===== src/rtl/matrix_result_collector_pkg.sv =====
`default_nettype none
// ============================================================================
// Module      : matrix_result_collector_pkg
// Description : Shared state encoding and flat-index helper for the matrix
//               multiplier handler, input loaders and result collector.
// Revision    : 1.0 - initial release
// ============================================================================
package matrix_result_collector_pkg;

    typedef enum logic [1:0] {
        COLLECT = 2'd0,
        DRAIN   = 2'd1,
        DONE    = 2'd2
    } state_t;

    // Row-major flat index of element (i, j) in a matrix with 'cols' columns.
    function automatic logic [31:0] mat_idx(
        input logic [31:0] i,
        input logic [31:0] j,
        input logic [31:0] cols
    );
        return (i * cols) + j;
    endfunction

endpackage
`default_nettype wire


===== src/rtl/matrix_result_collector_bitmap.sv =====
`default_nettype none
// ============================================================================
// Module      : result_bitmap
// Description : Per-element valid bits with a distinct-write counter, a
//               first-write flag for the incoming set and an all-full flag.
// Revision    : 1.0 - initial release
// ============================================================================
module result_bitmap #(
    parameter int DEPTH = 4,
    parameter int IDXW  = (DEPTH > 1) ? $clog2(DEPTH) : 1
) (
    input  logic            clk,
    input  logic            rst,
    input  logic            set,
    input  logic [IDXW-1:0] set_idx,
    output logic            first_write,
    output logic            full,
    output logic [31:0]     count
);

    logic [DEPTH-1:0] r_bits;
    logic [31:0]      r_count;

    // A set counts only when the target bit was clear before this edge.
    assign first_write = set && !r_bits[set_idx];
    assign full        = &r_bits;
    assign count       = r_count;

    always_ff @(posedge clk) begin
        if (rst) begin
            r_bits  <= '0;
            r_count <= 32'd0;
        end else begin
            if (set) begin
                r_bits[set_idx] <= 1'b1;
            end
            if (first_write) begin
                r_count <= r_count + 32'd1;
            end
        end
    end

endmodule
`default_nettype wire


===== src/rtl/matrix_result_collector.sv =====
`default_nettype none
// ============================================================================
// Module      : matrix_result_collector
// Description : Collects (result, i, j) triples in any order into an
//               r_a x c_b buffer, then streams it row-major over valid/ready.
// Revision    : 1.0 - initial release
// ============================================================================
module matrix_result_collector
    import matrix_result_collector_pkg::*;
#(
    parameter int r_a = 2,
    parameter int c_b = 2,
    parameter int W   = 32
) (
    input  logic         clk,
    input  logic         rst,
    input  logic         clear,
    input  logic         res_ack,
    input  logic [W-1:0] result,
    input  logic [31:0]  res_i,
    input  logic [31:0]  res_j,
    output logic         out_valid,
    input  logic         out_ready,
    output logic [W-1:0] out_data,
    output logic [31:0]  out_row,
    output logic [31:0]  out_col,
    output logic         out_last,
    output logic         done,
    output logic         err_range,
    output logic         err_late,
    output logic [31:0]  fill_count
);

    localparam int c_depth = r_a * c_b;
    localparam int c_idxw  = (c_depth > 1) ? $clog2(c_depth) : 1;
    localparam logic [c_idxw-1:0] c_last_ptr = c_idxw'(c_depth - 1);

    state_t              r_state;
    state_t              w_state_nxt;
    logic [c_idxw-1:0]   r_ptr;
    logic [W-1:0]        r_buf [0:c_depth-1];
    logic                r_err_range;
    logic                r_err_late;

    logic                w_clr;
    logic                w_in_range;
    logic [31:0]         w_idx_full;
    logic [c_idxw-1:0]   w_idx;
    logic                w_wr;
    logic                w_first;
    logic                w_full;
    logic                w_xfer;
    logic                w_ptr_last;
    logic [31:0]         w_ptr32;

    assign w_clr = rst || clear;

    // Bounds are checked on the raw indices before the multiply so that no
    // out-of-range pair can alias an in-range slot.
    assign w_idx_full = mat_idx(res_i, res_j, 32'(c_b));
    assign w_in_range = (res_i < 32'(r_a)) && (res_j < 32'(c_b))
                        && (w_idx_full < 32'(c_depth));
    assign w_idx      = w_idx_full[c_idxw-1:0];
    assign w_wr       = res_ack && (r_state == COLLECT) && w_in_range;

    result_bitmap #(
        .DEPTH (c_depth),
        .IDXW  (c_idxw)
    ) u_bitmap (
        .clk         (clk),
        .rst         (w_clr),
        .set         (w_wr),
        .set_idx     (w_idx),
        .first_write (w_first),
        .full        (w_full),
        .count       (fill_count)
    );

    // Buffer contents after reset are don't-care, so the array has no reset.
    always_ff @(posedge clk) begin
        if (w_wr) begin
            r_buf[w_idx] <= result;
        end
    end

    assign w_ptr_last = (r_ptr == c_last_ptr);

    always_comb begin
        w_state_nxt = r_state;
        w_xfer      = 1'b0;
        case (r_state)
            COLLECT: begin
                if (w_full) begin
                    w_state_nxt = DRAIN;
                end
            end
            DRAIN: begin
                w_xfer = out_ready;
                if (out_ready && w_ptr_last) begin
                    w_state_nxt = DONE;
                end
            end
            DONE: begin
                w_state_nxt = DONE;
            end
            default: begin
                w_state_nxt = COLLECT;
            end
        endcase
    end

    always_ff @(posedge clk) begin
        if (w_clr) begin
            r_state <= COLLECT;
        end else begin
            r_state <= w_state_nxt;
        end
    end

    // The pointer parks on the final element rather than running past it.
    always_ff @(posedge clk) begin
        if (w_clr || (r_state == COLLECT)) begin
            r_ptr <= '0;
        end else if (w_xfer && !w_ptr_last) begin
            r_ptr <= r_ptr + c_idxw'(1);
        end
    end

    always_ff @(posedge clk) begin
        if (w_clr) begin
            r_err_range <= 1'b0;
            r_err_late  <= 1'b0;
        end else begin
            if (res_ack && (r_state == COLLECT) && !w_in_range) begin
                r_err_range <= 1'b1;
            end
            if (res_ack && (r_state != COLLECT)) begin
                r_err_late <= 1'b1;
            end
        end
    end

    assign w_ptr32   = 32'(r_ptr);
    assign out_valid = (r_state == DRAIN);
    assign out_data  = r_buf[r_ptr];
    assign out_row   = w_ptr32 / 32'(c_b);
    assign out_col   = w_ptr32 % 32'(c_b);
    assign out_last  = (r_state == DRAIN) && w_ptr_last;
    assign done      = (r_state == DONE);
    assign err_range = r_err_range;
    assign err_late  = r_err_late;

endmodule
`default_nettype wire

===== config.mk =====
export PLATFORM = sky130hd
export DESIGN_NAME = matrix_result_collector
export DESIGN_NICKNAME = d
export VERILOG_FILES = /design/src/rtl/matrix_result_collector_pkg.sv /design/src/rtl/matrix_result_collector_bitmap.sv /design/src/rtl/matrix_result_collector.sv
export SDC_FILE = /design/constraint.sdc
export NUM_CORES = 1
export LEC_CHECK = 0
export CAP_MARGIN = 30
export CORE_UTILIZATION = 49
export DETAILED_ROUTE_END_ITERATION = 6
export PLACE_DENSITY = 0.8
export REMOVE_ABC_BUFFERS = 1
export SYNTH_ARGS = -nofsm -noshare
export SYNTH_HDL_FRONTEND = slang
export SYNTH_SLANG_ARGS = --single-unit
export TNS_END_PERCENT = 10

===== constraint.sdc =====
create_clock -name clk -period 16.4 [get_ports clk]
set_input_delay 3.28 -clock clk [delete_from_list [all_inputs] [get_ports clk]]
set_output_delay 3.28 -clock clk [all_outputs]
set_load 0.1 [all_outputs]

==> results.tsv <==
stage	metric	value	unit
critical_path	arrival	7720	ps
final_layout	fin_area	11700	µm²
final_layout	multiInputGateArea	4140	µm²
floorplanning	die_y	139	µm
sta	post-route-min-period	7650	ps
logic_synthesis	synth_fa_ha_area_frac	0.0496	
final_layout	final_nets	1088	
sta	hold_viol_final	0	
sta	setup_violations	0	
drt	antenna_left	0	
clocking	insertion_delay	430	ps
grt	grt_pass1_vias	6650	
floorplanning	core_area	18200	µm²
logic_synthesis	syn_avg_cell_area	12.0	µm²
place	gp_congestion	0.951	
sta	fin_skew	9.51	ps
final_layout	regArea	4730	µm²
grt	grtUsageTotal	0.240	
run	cap_viol_max_count	0	
clocking	cts_made_buffers	17	
logic_synthesis	yosys_warnings	0	
critical_path	path_max_fanout	33	
grt	antenna_found_initial	2	
drt	viasPerCell	5.71	
sta	relSlewSlack	0.303	
logic_synthesis	synth_mux_area_frac	0.0883	
logic_synthesis	yosysTopAreaCellShare	0.416	
critical_path	crit_family	simple AND/OR/NAND/NOR gates	
critical_path	worstPathRequired	16470	ps
logic_synthesis	synth_compound_area_frac	0.110	
grt	grt_start_max_net_pins	34	
drt	first_pass_iters	5	
drt	wl	23.0	mm
critical_path	crit_buf_inv	2	
drt	num_vias	6823	
logic_synthesis	synth_top_area_cell	edfxtp_1	
hold_path	min_path_type	reg2reg	
logic_synthesis	synthArstFlopShare	0	
floorplanning	die_w	139	µm
clocking	cts_tree	done	
logic_synthesis	synth-xor-area-share	0.0275	
clocking	postCtsSetupBuffers	0	
place	dp_hpwl	16.4	mm
drt	drt_iter0_drc	432	
logic_synthesis	synthSimpleGateAreaFrac	0.145	
floorplanning	rows	49	
floorplanning	dieArea	19400	µm²
clocking	cts-root-buf	clkbuf_16	
run_status	status	finished clean	
sta	fin_crit_sh	0.467	
drt	wl_per_cell	19.3	µm
clocking	ctsResizeCount	0	
sta	grt_setup_unrepaired	false	
logic_synthesis	synth_edf_count	128	
pwr	p_leak	3.97	nW
critical_path	cpPeakStageDelay	470	ps
pwr	irDropWorstVdd	0.0739	mV
sta	tns	0	ps
logic_synthesis	synthCells	773	
sta	holdWs	470	ps
clocking	ctsLongestPathBuffers	2	
floorplanning	initial_utilization	0.507	
logic_synthesis	netlist_top_cells_count	edfxtp_1, buf_4, a21oi_1, nand2_1	
grt	grt_pass1_wl	35.7	mm
sta	fmax	131	MHz
logic_synthesis	ys_top_cells_by_area	edfxtp_1, dfxtp_1, mux4_2	
sta	final_max_slew_viol_count	0	
logic_synthesis	synth_top_family_by_area	simple AND/OR/NAND/NOR gates	
logic_synthesis	ys_types	73	
critical_path	crit_type	in2reg	
final_layout	fillCellCount	1415	
logic_synthesis	ys_seq_area_frac	0.511	
final_layout	area_growth	27.0	%
logic_synthesis	ys_ff_latch	172	
critical_path	cp-end-kind	flop	
logic_synthesis	synthesis.area	9240	µm²
logic_synthesis	synth_most_common_cell	edfxtp_1	
final_layout	drive_above_1_share	0.109	
clocking	cts_sinks	172	
place	place_area	11100	µm²
sta	tightest_slew	1040	ps
clocking	cts.reportedPaths.clkPinSlew	70	ps
clocking	htree_levels	4	
critical_path	cp-start-kind	primary input	
grt	globalRouteOverflowTotal	0	
floorplanning	pin_count	234	
clocking	cts_hold_buf	0	
critical_path	cpMaxStageDelayCell	buf_4	
logic_synthesis	synthFlopType	edfxtp_1	
place	io_buffers	171	
drt	drcViolationCount	0	
pwr	powerDensity	91.4	nW/µm²
critical_path	path_cells	clkdlybuf4s50_1 -> ha_1 -> fa_1 -> a21o_1 -> a221o_1 -> a41oi_2 -> a211oi_1 -> mux2i_1 -> a21oi_1 -> nor4_1 -> nor4b_4 -> nand2_1 -> nor4_2 -> buf_4	
metrics by stage:
stage	power, mW	worst slack, ps	util	cells
global placement	0.652	8420	0.603	1156
detailed placement	0.653	8300	0.608	1160
global route	1.11	8390	0.644	1193
CTS	1.08	8750	0.643	1192
floorplan	0.602	6300	-	749
finish	1.07	8750	0.644	1194
sequential cells by signal, summed over array words and instances (netlist names), named ones only:
name and cells:
err_late 1, err_range 1, r_buf 128, r_ptr 2, r_state 2, u_bitmap.count 32, u_bitmap.r_bits 4
report_power, final:
group          internal (mW)  leakage, nW  switching [mW]
combinational         0.0538         2.15           0.126
clock                  0.247        0.308           0.180
sequential             0.466         1.50       0.0000539
total                  0.767         3.97           0.306
cell families after synthesis:
| family | after synthesis |
|---|---|
| AOI/OAI and AO/OA | 155 |
| xor gates and xnor gates | 29 |
| adders and majority gates | 36 |
| buffers and inverters | 104 |
| DFF | 172 |
| muxes | 40 |
| other | 1 |
| and+or+nand+nor | 236 |
layout make-up:
cell class                      instances  share of cell area
Inverter                               19             0.00608
Timing Repair Buffer                  183               0.161
Multi-Input combinational cell        558               0.352
Tap cell                              229              0.0244
Sequential cell                       172               0.403
Clock inverter                         14              0.0170
Clock buffer                           18              0.0366
Antenna cell                            1            0.000213
placed cells by master, fill, tap and decap left out, types with 17 or more instances in the layout:
cell type and count:
nand3_1 24, inv_1 19, nor2_1 44, clkdlybuf4s50_1 171, conb_1 62, mux4_2 33
a21oi_1 53, clkbuf_16 17, nand2_1 49, ha_1 35, o21ai_0 25, edfxtp_1 128
dfxtp_1 43, xnor2_1 21
worst reg2reg max path, stage by stage, from the launching register on:
cell and delay (ps):
dfxtp_1 320, inv_1 100, ha_1 340, nand2_1 260, or2_2 420, inv_1 140, and3_1 200, and3_1 200
nand3_1 220, or3_1 480, or4_1 480, a21oi_1 140
layer usage:
layer,share of wire,global-route usage,vias up,wire (µm)
met5,0.00048,0,-,11
met4,0.020,0.0825,2,452
met3,0.080,0.0630,36,1850
met2,0.49,0.398,291,11400
met1,0.41,0.306,3275,9350
li1,-,-,3219,-
final timing paths:
| path | start | endpoint | slack, ps | cells past startpoint |
|---|---|---|---|---|
| min reg2reg | err_late$_SDFFE_PP0P_ | err_late$_SDFFE_PP0P_ | 470 | 2 |
| min | err_late$_SDFFE_PP0P_ | err_late$_SDFFE_PP0P_ | 470 | 2 |
| max | res_j[1] | r_buf[0][1]$_DFFE_PP_ | 8750 | 14 |
| max reg2reg | r_state[0]$_SDFFE_PP0P_ | u_bitmap.count[31]$_SDFFE_PP0P_ | 13030 | 11 |
No activity file was read; power rests on OpenSTA's default activity.
